==> src/rtl/stopwatch_mode_ctrl_pkg.sv <==
// ---- stopwatch_mode_ctrl_pkg: state/event encodings and shared constants ----
// ---- rev 1.0 ----
`default_nettype none

package stopwatch_mode_ctrl_pkg;

  typedef enum logic [1:0] {
    ST_IDLE  = 2'b00,
    ST_RUN   = 2'b01,
    ST_PAUSE = 2'b10,
    ST_LAP   = 2'b11
  } state_e;

  // Enumeration order doubles as the acting priority: lowest nonzero code wins.
  typedef enum logic [2:0] {
    EV_NONE     = 3'd0,
    EV_LR_LONG  = 3'd1,
    EV_SS_LONG  = 3'd2,
    EV_SS_PULSE = 3'd3,
    EV_LR_PULSE = 3'd4
  } event_e;

  localparam logic [3:0] DROP_SAT = 4'hF;

  function automatic event_e select_event(input logic lr_long, input logic ss_long,
                                          input logic ss_pulse, input logic lr_pulse);
    event_e ev;
    ev = EV_NONE;
    if (lr_long)       ev = EV_LR_LONG;
    else if (ss_long)  ev = EV_SS_LONG;
    else if (ss_pulse) ev = EV_SS_PULSE;
    else if (lr_pulse) ev = EV_LR_PULSE;
    return ev;
  endfunction

endpackage

`default_nettype wire

==> src/rtl/stopwatch_mode_ctrl_lockout_timer.sv <==
// ---- lockout_timer: post-transition event lockout down-counter ----
// ---- rev 1.0 ----
`default_nettype none

module lockout_timer #(
  parameter int LOCKOUT = 4,
  parameter int LW      = 3
) (
  input  logic clk,
  input  logic rst_n,
  input  logic load,
  output logic busy
);

  logic [LW-1:0] cnt_q;
  logic [LW-1:0] cnt_d;

  always_comb begin
    cnt_d = cnt_q;
    if (load)
      cnt_d = LW'(LOCKOUT);
    else if (cnt_q != '0)
      cnt_d = cnt_q - 1'b1;
  end

  always_ff @(posedge clk or negedge rst_n) begin
    if (!rst_n) cnt_q <= '0;
    else        cnt_q <= cnt_d;
  end

  assign busy = (cnt_q != '0);

endmodule

`default_nettype wire

==> src/rtl/stopwatch_mode_ctrl.sv <==
// ---- stopwatch_mode_ctrl: IDLE/RUN/PAUSE/LAP mode FSM with event lockout ----
// ---- rev 1.0 ----
`default_nettype none

module stopwatch_mode_ctrl
  import stopwatch_mode_ctrl_pkg::*;
#(
  parameter int LOCKOUT = 4,
  parameter int LW      = 3
) (
  input  logic       clk,
  input  logic       rst_n,
  input  logic       ss_pulse,
  input  logic       ss_long,
  input  logic       lr_pulse,
  input  logic       lr_long,
  output logic       count_en,
  output logic       count_clr,
  output logic       lap_hold,
  output logic       long_sel,
  output logic [1:0] state,
  output logic [3:0] drop_cnt
);

  state_e     state_q, state_d;
  logic       count_en_q, count_en_d;
  logic       count_clr_q, count_clr_d;
  logic       lap_hold_q, lap_hold_d;
  logic       long_sel_q, long_sel_d;
  logic [3:0] drop_cnt_q, drop_cnt_d;
  event_e     ev;
  logic       busy;
  logic       accept;

  lockout_timer #(
    .LOCKOUT (LOCKOUT),
    .LW      (LW)
  ) u_lockout_timer (
    .clk   (clk),
    .rst_n (rst_n),
    .load  (accept),
    .busy  (busy)
  );

  always_comb begin
    ev          = select_event(lr_long, ss_long, ss_pulse, lr_pulse);
    state_d     = state_q;
    count_clr_d = 1'b0;
    if (!busy) begin
      case (ev)
        EV_LR_LONG: begin
          state_d     = ST_IDLE;
          count_clr_d = 1'b1;
        end
        EV_SS_LONG: begin
          if (state_q == ST_RUN || state_q == ST_LAP) begin
            state_d     = ST_IDLE;
            count_clr_d = 1'b1;
          end
        end
        EV_SS_PULSE: begin
          case (state_q)
            ST_IDLE:  state_d = ST_RUN;
            ST_RUN:   state_d = ST_PAUSE;
            ST_PAUSE: state_d = ST_RUN;
            default:  state_d = state_q;
          endcase
        end
        EV_LR_PULSE: begin
          case (state_q)
            ST_RUN:   state_d = ST_LAP;
            ST_LAP:   state_d = ST_RUN;
            ST_PAUSE: begin
              state_d     = ST_IDLE;
              count_clr_d = 1'b1;
            end
            default:  state_d = state_q;
          endcase
        end
        default: state_d = state_q;
      endcase
    end

    // A clear in IDLE leaves the state alone but still counts as a transition.
    accept = (state_d != state_q) || count_clr_d;

    drop_cnt_d = drop_cnt_q;
    if (busy && ev != EV_NONE && drop_cnt_q != DROP_SAT)
      drop_cnt_d = drop_cnt_q + 4'd1;

    count_en_d = (state_d == ST_RUN) || (state_d == ST_LAP);
    lap_hold_d = (state_d == ST_LAP);
    long_sel_d = (state_d != ST_IDLE);
  end

  always_ff @(posedge clk or negedge rst_n) begin
    if (!rst_n) begin
      state_q     <= ST_IDLE;
      count_en_q  <= 1'b0;
      count_clr_q <= 1'b0;
      lap_hold_q  <= 1'b0;
      long_sel_q  <= 1'b0;
      drop_cnt_q  <= 4'd0;
    end else begin
      state_q     <= state_d;
      count_en_q  <= count_en_d;
      count_clr_q <= count_clr_d;
      lap_hold_q  <= lap_hold_d;
      long_sel_q  <= long_sel_d;
      drop_cnt_q  <= drop_cnt_d;
    end
  end

  assign state     = state_q;
  assign count_en  = count_en_q;
  assign count_clr = count_clr_q;
  assign lap_hold  = lap_hold_q;
  assign long_sel  = long_sel_q;
  assign drop_cnt  = drop_cnt_q;

endmodule

`default_nettype wire

==> config.mk <==
export PLATFORM = sky130hd
export DESIGN_NAME = stopwatch_mode_ctrl
export DESIGN_NICKNAME = d
export VERILOG_FILES = /design/src/rtl/stopwatch_mode_ctrl_pkg.sv /design/src/rtl/stopwatch_mode_ctrl_lockout_timer.sv /design/src/rtl/stopwatch_mode_ctrl.sv
export SDC_FILE = /design/constraint.sdc
export NUM_CORES = 1
export LEC_CHECK = 0
export ABC_AREA = 1
export ABC_CLOCK_PERIOD_IN_PS = 1500
export BUFFER_PORTS_ARGS = -buffer_cell sky130_fd_sc_hd__buf_4
export CELL_PAD_IN_SITES_DETAIL_PLACEMENT = 1
export CELL_PAD_IN_SITES_GLOBAL_PLACEMENT = 1
export CORE_MARGIN = 2
export CORE_UTILIZATION = 34
export CTS_BUF_LIST = sky130_fd_sc_hd__clkbuf_16
export CTS_CLUSTER_DIAMETER = 60
export CTS_CLUSTER_SIZE = 10
export DETAILED_ROUTE_END_ITERATION = 6
export PLACE_DENSITY_LB_ADDON = 0.1
export RECOVER_POWER = 25
export SYNTH_ARGS = -nofsm -noshare
export SYNTH_HDL_FRONTEND = slang
export SYNTH_SLANG_ARGS = --single-unit
==> constraint.sdc <==
create_clock -name clk -period 1.5 [get_ports clk]
set_input_delay 0.075 -clock clk [delete_from_list [all_inputs] [get_ports clk]]
set_output_delay 0.075 -clock clk [all_outputs]
set_load 0.01 [all_outputs]
=== After elaboration in Yosys (flattened, before gate mapping) ===
Cells that the tools add are included.
W data, S select, Z words.

* Logic and storage cells: 46
* Output and inout port bits: 10
* Bits in registers: 13

* Equal/unequal tests: 11
* Reductions and logical operators: 11
* $add $sub $neg: 2
* Multiplexer cells: 15

{| class="wikitable"
|+ Operators by type and width
! kind !! count
|-
| $mux W3 || 6
|-
| $pmux W2 S4 || 1
|-
| $eq A2 B2 Y1 const B || 3
|-
| $eq A3 B2 Y1 const B || 2
|-
| $pmux W2 S3 || 1
|-
| $reduce_bool A3 Y1 || 2
|-
| $add A4 B1 Y4 const B || 1
|-
| $eq A2 B1 Y1 const B || 2
|-
| $mux W2 || 2
|-
| $ne A4 B4 Y1 const B || 1
|-
| $pmux W2 S2 || 1
|-
| $reduce_bool A2 Y1 || 2
|-
| $eq A3 B1 Y1 const B || 1
|-
| $eq A3 B3 Y1 const B || 1
|-
| $logic_or A1 B1 Y1 || 3
|-
| $mux W1 || 3
|-
| $pmux W1 S3 || 1
|-
| $sub A3 B1 Y3 const B || 1
|-
| $logic_and A1 B1 Y1 || 2
|-
| $logic_not A2 Y1 || 1
|-
| $ne A2 B2 Y1 || 1
|-
| $reduce_or A2 Y1 || 1
|}

=== Depth between registers and ports, before layout ===
* Word-level depth: 10
* Gate-level depth with buffers: 10
* Mapped depth without buffers: 10

=== Modules after synthesis ===
From an unflattened synthesis, not the netlist that was laid out.

* Cells, all modules: 90
* Area, all modules: 739.5 µm²

{| class="wikitable"
|+ Modules (own cells, without submodules)
! module !! sequential area each (µm²) !! area each (µm²) !! cells an instance !! instances
|-
| stopwatch_mode_ctrl || 225.2 || 565.5 || 68 || 1
|-
| lockout_timer || 75.1 || 173.9 || 22 || 1
|}

=== Least setup slack after synthesis ===
OpenSTA, ideal clock, no wires.

* Path kind: register to register
* Start point: register u_lockout_timer.cnt_q[0]
* End point: register drop_cnt_q[1], in the netlist drop_cnt[1]
* Path slack: 0.088 ns
* Clock period less this slack: 1.412 ns
* Stages on the path, launching flop included: 8
* Data arrival time: 1.284 ns
* Cells stage by stage: dfrtp_1 -> inv_1 -> ha_1 -> inv_1 -> nor2_4 -> inv_2 -> nand3_1 -> mux2_1

* Longest elaborated chain between the ends: 3

{| class="wikitable"
|+ Ends and longest elaborated chain
! what !! RTL line !! RTL
|-
| from (decl) || stopwatch_mode_ctrl_lockout_timer.sv:15 || <nowiki>logic [LW-1:0] cnt_q;</nowiki>
|-
| from (signal assigned) || stopwatch_mode_ctrl_lockout_timer.sv:28 || <nowiki>else cnt_q <= cnt_d;</nowiki>
|-
| $reduce_bool A3 Y1 || stopwatch_mode_ctrl_lockout_timer.sv:31 || <nowiki>assign busy = (cnt_q != '0);</nowiki>
|-
| $logic_and A1 B1 Y1 (2 in series) || stopwatch_mode_ctrl.sv:88 || <nowiki>if (busy && ev != EV_NONE && drop_cnt_q != DROP_SAT)</nowiki>
|-
| to (signal assigned) || stopwatch_mode_ctrl.sv:110 || <nowiki>drop_cnt_q <= drop_cnt_d;</nowiki>
|-
| to (decl) || stopwatch_mode_ctrl.sv:30 || <nowiki>logic [3:0] drop_cnt_q, drop_cnt_d;</nowiki>
|}

Every way passes these cells.
A chain may end at the register's enable or synchronous reset.

=== Final worst setup path ===
* Start point: register u_lockout_timer.cnt_q[1]
* End point: register u_lockout_timer.cnt_q[1]

* Longest elaborated chain between the ends: 5

{| class="wikitable"
|+ Ends and longest elaborated chain
! what
|-
| parallel branches: the longest is 5 deep, another holds $sub A3 B1 Y3
|}

Several ways; the timed one is not identified. The select of a mux whose other input is x is not followed.

==> impl_metrics.csv <==
group,metric,value,unit
clock_tree,cts_buffer_depth,2,
floorplanning,fp.dieW,49.9,um
finish,postLayoutCellArea,0.00103,mm2
logic_synthesis,syn_inst,84,
floorplanning,rows,16,
power_and_ir_drop,p_leak,0.509,nW
floorplanning,core-area,0.00198,mm2
route,wl_met3,28,um
logic_synthesis,ys.flop_type,"dfrtp_1",
route,drcViolationCount,0,
route,wl_per_cell,12.6,um
route,num_vias,601,
clock_tree,cts.reportedPaths.clkPinSlew,40,ps
sta,finalCritPeriodShare,93.4,%
grt,grt_pass1_wl,2820,um
logic_synthesis,synthMuxAreaShare,1.57,%
worst_setup_path,critPathKind,"register to register",
logic_synthesis,synth_area,717,um2
worst_setup_path,critPathLaunch,"u_lockout_timer.cnt_q[1]",
finish,drive_above_1_share,46.7,%
logic_synthesis,synthDistinctLibCells,21,
place,place_congestion,0.773,
sta,grt_setup_unrepaired,"yes",
sta,tns,0,ps
sta,tightest_slew,655,ps
sta,fmax,713,MHz
finish,antennaDiodeCount,0,
place,numPortBuffers,15,
clock_tree,h-tree-depth,1,
logic_synthesis,yosysSeqAreaShare,41.9,%
clock_tree,cts_made_buffers,3,
logic_synthesis,synth_xor_area_share,4.89,%
route,drt_iter0_markers,8,
finish,syn_to_final_growth,43.1,%
logic_synthesis,synth_area_leader_cell,"dfrtp_1",
route,dr_wl_met2,879,um
hold_path,holdPathStages,5,
place,dp_hpwl,1260,um
logic_synthesis,synth-compound-area-share,5.24,%
clock_tree,cts_tree,"done",
route,ant_nets,0,
worst_setup_path,r2r_start,"u_lockout_timer.cnt_q[1]",
worst_setup_path,critPathMaxFanout,4,
logic_synthesis,async_flop_share,100,%
worst_setup_path,arrival,1530,ps
worst_setup_path,required,1630,ps
place,pre_cts_slack,41.0,ps
sta,slew_violations,0,
hold_path,min-delay-start,"lr_long",
logic_synthesis,syn-num-nets,93,
logic_synthesis,yosys_warnings,0,
sta,finalHoldViolations,0,
flow_run,max_cap_viol_count,0,
route,wl_met1,754,um
logic_synthesis,synth.avg_cell_area,8.53,um2
logic_synthesis,ys_seq_elements,12,
logic_synthesis,synth-adder-area-share,5.24,%
route,drt_wl_total,1670,um
logic_synthesis,synth.area.top_cells,"dfrtp_1 (42%), inv_1 (6.8%), nand2_1 (5.8%), ha_1 (5.2%), nand3_1 (4.2%)",
finish,nets,115,
hold_path,worstHoldPathType,"primary input to register",
logic_synthesis,synth_top_area_share,41.9,%
power_and_ir_drop,p_per_area,2120,mW/mm2
grt,grt_usage,15.0,%
clock_tree,clk-insertion-delay-late,240,ps
floorplanning,die-area,0.00249,mm2
grt,grt_max_degree,13,
logic_synthesis,synth_common_cells,"inv_1 (13), dfrtp_1 (12), nand2_1 (11), nor2_1 (7), nand3_1 (6)",
sta,finalCriticalPeriod,1400,ps
finish,fin_util,51.8,%
run_status,outcome,"completed",
route,first_pass_iters,2,
grt,antenna_found_initial,0,
floorplanning,io_pins,16,
sta,skew,1.29,ps
sta,setup_viol,0,
sta,timing.final.ws_setup,98.3,ps
logic_synthesis,synth_edf_count,0,
logic_synthesis,yosysMostFrequentCell,"inv_1",
clock_tree,postCtsSetupBuffers,0,
worst_setup_path,endpoint_kind,"register",
logic_synthesis,synth-simple-area-share,31.2,%
clock_tree,clkSinkCount,12,
clock_tree,cts-root-buf,"clkbuf_16",
worst_setup_path,reg2reg_depth,9,
route,routed.top_layer,"met4",
floorplanning,dieHeight,49.9,um
logic_synthesis,synth_top_family_by_area,"simple AND/OR/NAND/NOR gates",
grt,grt-ovfl-total,0,
place,placed_area,871,um2
grt,grt_pass1_vias,636,
worst_setup_path,startpoint_type,"register",
sta,maxSlewHeadroom,56.3,%
power_and_ir_drop,ir_drop,0.00103,V
route,vias_per_cell,4.55,
floorplanning,start_util,36.2,%
-- flip-flops by register name, indices dropped and copies added (netlist names) --
register	count
long_sel	1
u_lockout_timer.cnt_q	3
drop_cnt	4
lap_hold	1
count_clr	1
state	2
-- metrics by stage --
stage               hold WS (ps)  power [mW]  cells
global route                 347        2.37    132
floorplan                   -221        1.20     84
detailed placement         -74.3        1.56    127
finish                       264        2.18    132
global placement           -78.5        1.53    127
CTS                          207        2.07    132
-- layer usage --
| metal | global-route usage (%) | vias up |
|---|---|---|
| li1 | - | 303 |
| met1 | 19.8 | 290 |
| met2 | 24.2 | 6 |
| met3 | 3.03 | 2 |
| met4 | 5.56 | 0 |
| met5 | 0 | - |
-- worst max-delay path: stages, from the launching register on --
cell and delay [ps]:
dfrtp_1 390, inv_2 90, ha_4 140, inv_4 40
nor2_4 140, nand2_4 100, inv_4 90, nand4_1 110
nand2_2 150, nor3_2 50
-- area by class of cell --
class	instances	area, um2
clock inverters	1	3.75
flip-flops and latches	12	300
clock buffers	3	75.1
well taps	27	33.8
inverters	17	68.8
repair buffers	18	134
fillers	229	956
multi-input cells	54	410
-- cells by family (layout without fill, tap and decap cells) --
family                     Yosys count  count (layout)
AOI/OAI and AO/OA                    7               7
xor gates and xnor gates             4               4
adders and majority gates            3               3
buffers and inverters               18              39
DFF                                 12              12
muxes                                1               1
and+or+nand+nor                     39              39
-- worst paths after layout --
path,end,slack (ps)
min in group asynchronous,state[1],380
worst min register to register,drop_cnt[3],500
max in group asynchronous,u_lockout_timer.cnt_q[1],710
worst max register to register,u_lockout_timer.cnt_q[1],100
worst max-delay path,u_lockout_timer.cnt_q[1],100
worst min-delay path,count_clr,260
-- power by group --
| group | switching [mW] | total (mW) | leakage (nW) | internal [mW] |
|---|---|---|---|---|
| Combinational | 0.552 | 1.05 | 0.324 | 0.501 |
| Sequential | 0.154 | 0.635 | 0.146 | 0.480 |
| Clock | 0.140 | 0.491 | 0.0385 | 0.351 |
-- repair_timing --
action                                  4_1_cts  5_1_grt
hold buffers                                  1        0
endpoints found under the setup margin        0        9
gates resized for setup                       0       20
endpoints found under the hold margin        12        0
-- cells in the final DEF (no fill, tap or decap), drive strengths merged --
cell type | Yosys | final
clkbuf | 0 | 4
xnor2 | 1 | 1
mux2 | 1 | 1
dfrtp | 12 | 12
o21ai | 3 | 3
a21o | 1 | 1
ha | 3 | 3
clkinv | 0 | 1
dlygate4sd3 | 0 | 1
nand4 | 2 | 2
a21oi | 3 | 3
buf | 1 | 16
nor3 | 3 | 3
inv | 17 | 17
xor2 | 3 | 3
nor2 | 10 | 10
nand3 | 9 | 9
nand2 | 15 | 15
Power figures use the tool's default switching activity.
